[config.mk]
export PLATFORM = sky130hd
export DESIGN_NAME = switch_pio_edge_irq
export DESIGN_NICKNAME = d
export VERILOG_FILES = /design/src/rtl/switch_pio_edge_irq.sv
export SDC_FILE = /design/constraint.sdc
export NUM_CORES = 1
export LEC_CHECK = 0
export CAP_MARGIN = 20
export CORE_ASPECT_RATIO = 0.6
export CORE_MARGIN = 5
export CORE_UTILIZATION = 47
export CTS_CLUSTER_SIZE = 10
export DETAILED_ROUTE_END_ITERATION = 16
export PLACE_DENSITY = 0.84
export SETUP_SLACK_MARGIN = 0.4
export SYNTH_ARGS = -nofsm -noshare
export SYNTH_HDL_FRONTEND = slang
export SYNTH_SLANG_ARGS = --single-unit
[constraint.sdc]
create_clock -name clk -period 3.78 [get_ports clk]
set_input_delay 0.567 -clock clk [delete_from_list [all_inputs] [get_ports clk]]
set_output_delay 0.567 -clock clk [all_outputs]
set_load 0.03 [all_outputs]
[src/rtl/switch_pio_edge_irq.sv]
// Avalon-MM switch PIO: 2-flop sync, edge capture, per-bit IRQ mask.
// Optional per-bit debounce filter under `SWITCH_PIO_DEBOUNCE_EN.
module switch_pio_edge_irq #(
    parameter int WIDTH           = 9,
    parameter int EDGE_TYPE       = 0,
    parameter int DEBOUNCE_CYCLES = 16
) (
    input  logic             clk,
    input  logic             reset,
    input  logic [1:0]       address,
    input  logic             chipselect,
    input  logic             write_n,
    input  logic [31:0]      writedata,
    input  logic [WIDTH-1:0] in_port,
    output logic [31:0]      readdata,
    output logic             irq
);

    logic [WIDTH-1:0] s1_q, s1_d;
    logic [WIDTH-1:0] s2_q, s2_d;
    logic [WIDTH-1:0] prev_q, prev_d;
    logic [WIDTH-1:0] cap_q, cap_d;
    logic [WIDTH-1:0] mask_q, mask_d;
    logic [31:0]      readdata_q, readdata_d;
    logic             irq_q, irq_d;

    logic [WIDTH-1:0] f;
    logic [WIDTH-1:0] rise, fall, e, clr;
    logic             wr_en;
    logic             unused_wdata;

    assign unused_wdata = &{1'b0, writedata};
    assign wr_en        = chipselect & ~write_n;

`ifdef SWITCH_PIO_DEBOUNCE_EN
    localparam int CW = $clog2(DEBOUNCE_CYCLES + 1);

    logic [CW-1:0]    cnt_q [WIDTH];
    logic [CW-1:0]    cnt_d [WIDTH];
    logic [WIDTH-1:0] f_q, f_d;

    // Any cycle where the synced input matches f restarts the count.
    always_comb begin
        for (int i = 0; i < WIDTH; i++) begin
            cnt_d[i] = '0;
            f_d[i]   = f_q[i];
            if (s2_q[i] != f_q[i]) begin
                if (cnt_q[i] == CW'(DEBOUNCE_CYCLES - 1)) begin
                    f_d[i] = s2_q[i];
                end else begin
                    cnt_d[i] = cnt_q[i] + CW'(1);
                end
            end
        end
    end

    always_ff @(posedge clk or posedge reset) begin
        if (reset) begin
            f_q <= '0;
            for (int i = 0; i < WIDTH; i++) begin
                cnt_q[i] <= '0;
            end
        end else begin
            f_q <= f_d;
            for (int i = 0; i < WIDTH; i++) begin
                cnt_q[i] <= cnt_d[i];
            end
        end
    end

    assign f = f_q;
`else
    assign f = s2_q;
`endif

    always_comb begin
        s1_d   = in_port;
        s2_d   = s1_q;
        prev_d = f;
        rise   = f & ~prev_q;
        fall   = ~f & prev_q;
        if (EDGE_TYPE == 0) begin
            e = rise;
        end else if (EDGE_TYPE == 1) begin
            e = fall;
        end else begin
            e = rise | fall;
        end
    end

    // A new edge in the same cycle as its W1C wins, so nothing is lost.
    always_comb begin
        clr    = '0;
        mask_d = mask_q;
        if (wr_en && address == 2'd3) begin
            clr = writedata[WIDTH-1:0];
        end
        if (wr_en && address == 2'd2) begin
            mask_d = writedata[WIDTH-1:0];
        end
        cap_d = (cap_q & ~clr) | e;
        irq_d = |(cap_q & mask_q);
    end

    always_comb begin
        readdata_d = '0;
        case (address)
            2'd0:    readdata_d[WIDTH-1:0] = f;
            2'd2:    readdata_d[WIDTH-1:0] = mask_q;
            2'd3:    readdata_d[WIDTH-1:0] = cap_q;
            default: readdata_d = '0;
        endcase
    end

    always_ff @(posedge clk or posedge reset) begin
        if (reset) begin
            s1_q       <= '0;
            s2_q       <= '0;
            prev_q     <= '0;
            cap_q      <= '0;
            mask_q     <= '0;
            readdata_q <= '0;
            irq_q      <= 1'b0;
        end else begin
            s1_q       <= s1_d;
            s2_q       <= s2_d;
            prev_q     <= prev_d;
            cap_q      <= cap_d;
            mask_q     <= mask_d;
            readdata_q <= readdata_d;
            irq_q      <= irq_d;
        end
    end

    assign readdata = readdata_q;
    assign irq      = irq_q;

endmodule

==> metrics.txt <==
run status=finished, final reports clean; Placeable Area=around 0.0042 sq mm; FILL cells=351; Seq cells post-synth=between 50 and 60; critical path class=in2reg; final period utilization=~61%; post-CTS setup buffer count=0; Hold Vio Cnt, Final=0; die height=roughly 62 um; Worst Setup End Kind=register; Multi-input gate area=588.1 sq um; Worst Setup SP=address[0]; worst skew pair latency=0.30 ns; gr busiest metal=met2; Residual DRC=0; Design Area, Final=0.002560 sq mm; count of cell types in the netlist=17; antenna cell count=0; Root Buffer=clkbuf_8; IO Count=80; largest cells by area after synthesis=dfrtp_1 (65%), buf_4 (8.5%), a22o_1 (7.8%); final worst setup slack=roughly 1.5 ns; Buffers on Ports=33; Hold WC Path Type=reg2reg; met2 usage=17.53%; Max IR drop VDD=about 0.24 mV; Final min period=between 2 and 2.5 ns; Cell Area, Synth=~0.0021 sq mm; Final nets=about 230; clk sink count=55; max-slew headroom at the worst pin=between 50% and 60%; Pwr Density=519.1 mW/mm^2; pin count of the biggest net entering global routing=between 50 and 60; drt total wl=3641 um; Post-Syn Instances=about 150; CP arrival=approximately 2.5 ns; Max Buffers Root-to-Sink=2; grt met3 use=under 10%; placed cell area=about 0.0024 sq mm; met1 Use GR=around 16%; H-tree level count=2; Wirelength per Cell=~15 um; first-pass GRT wire length=5616 um; dpl ws=between 1 and 1.5 ns; RSZ-0062 raised after global routing=false; setup violators final=0; die width=between 90 and 100 um; Synth Area per Inst=approximately 15 sq um; initial antenna violation count=0; post-cts sizing count=0; f_max=between 400 and 500 MHz; Via density=between 4 and 5; total CTS buffers=5; share of cells above drive strength 1=around 16%; Synth Warn #=0; Lkg Pwr=approximately 1.2 nW; # rows=18; Layout area overhead=20.35%; capture point of the worst reg-to-reg path=irq; gpl congestion=~0.7; max cap viols=0; Vias=around 1,100; initial DRC count=between 40 and 50; DR pass1 iterations=4; Fin Setup TNS=0 ns; Slew @ Worst Pin=0.6524 ns; most common cell after layout, fill and taps aside=dfrtp_1; most frequent cells in the layout=dfrtp_1 (55), clkdlybuf4s50_1 (33), conb_1 (23); cell accounting for the most synthesized area=dfrtp_1; vias in the first global route=approximately 1,100; Initial Util=around 50%; CP Launch Type=input pin; Max Slew Vio Count=0; remaining global-route overflow=0; RR Startpoint=mask_q[3]; antenna-violating nets left=0; DP Wirelength=2470 um; crit path capture=mask_q[4]; skew final=about 0.006 ns; Storage cell area=about 0.0014 sq mm; die area=about 0.0060 sq mm; GRT Total Usage=11.97%; reg2reg path depth=3; Reg clk slew, reported paths=0.09 ns; Seq/Total Area, Yosys=64.71%; Post-CTS Hold Buffers=0; Worst Path Required=slightly below 4 ns; CP max FO=12; CTS tree=built; share of the synthesized area in the top cell type=between 60% and 70%; r2r setup slk=about 2.6 ns
-- cell families (layout without fill, tap and decap cells) --
logic type | after synthesis | after routing | share of synthesized area [%]
flip-flops | 55 | 55 | 64.71
buffers and inverters | 37 | 52 | 11.53
AO/OA/AOI/OAI | 22 | 22 | 9.059
multiplexers | 18 | 18 | 11.29
AND/OR/NAND/NOR | 13 | 13 | 3.235
other | 1 | 23 | 0.1763
-- worst min-delay path by stage --
| stage | start | to | slack [ns] | depth (start not counted) |
|---|---|---|---|---|
| after floorplan | s1_q[0] | f[0] | 0.33 | 0 |
| after global placement | s1_q[0] | f[0] | 0.33 | 0 |
| after detailed placement | s1_q[2] | f[2] | 0.34 | 0 |
| after CTS | s1_q[2] | f[2] | 0.36 | 0 |
| after global routing | s1_q[0] | f[0] | 0.36 | 0 |
| final | s1_q[0] | f[0] | 0.35 | 0 |
-- synth_stat cells --
library cell	number
nand2_1	9
buf_4	24
a22o_1	19
nand3_1	1
buf_6	2
buf_2	1
a221oi_1	1
and4bb_1	1
inv_1	10
and4b_2	1
dfrtp_1	55
a22oi_1	1
mux2_4	10
mux2_2	8
conb_1	1
nor2_2	1
a222oi_1	1
-- flip-flops by register name, indices dropped and copies added (netlist names) --
register,flops
cap_q,9
f,9
mask_q,9
prev_q,9
readdata,9
s1_q,9
irq,1
-- critical path, stage by stage --
cell,delay (ns)
clkdlybuf4s50_1,0.74
and4bb_1,0.84
mux2_4,0.35
-- layout make-up --
type	count	area share, %
clock buffers	6	2.835
repair buffers	34	13.69
multi-input cells	76	22.97
well taps	60	2.933
flip-flops and latches	55	53.76
inverters	10	1.466
clock inverters	2	2.346
-- metrics by stage --
stage	hold WS, ns	cells	power, mW	util [%]
5_1_grt	0.3588	243	1.381	60.46
6_report	0.3541	243	1.329	60.46
4_1_cts	0.3562	242	1.337	59.99
3_3_place_gp	0.3317	234	0.8869	56.86
2_1_floorplan	0.3312	168	0.8400	-
3_5_place_dp	0.3356	234	0.8927	56.86
-- per-layer routing --
layer | wire [um] | vias up
met1 | 1671 | 565
met5 | 0 | -
met2 | 1728 | 28
met4 | 33 | 0
met3 | 208 | 5
li1 | - | 521
-- report_power, final --
group	internal [mW]	leakage, nW	switching, mW
logic	0.106	0.486	0.104
registers	0.641	0.625	0.0327
clock network	0.265	0.0654	0.180
(Power assumes the default switching activity.)
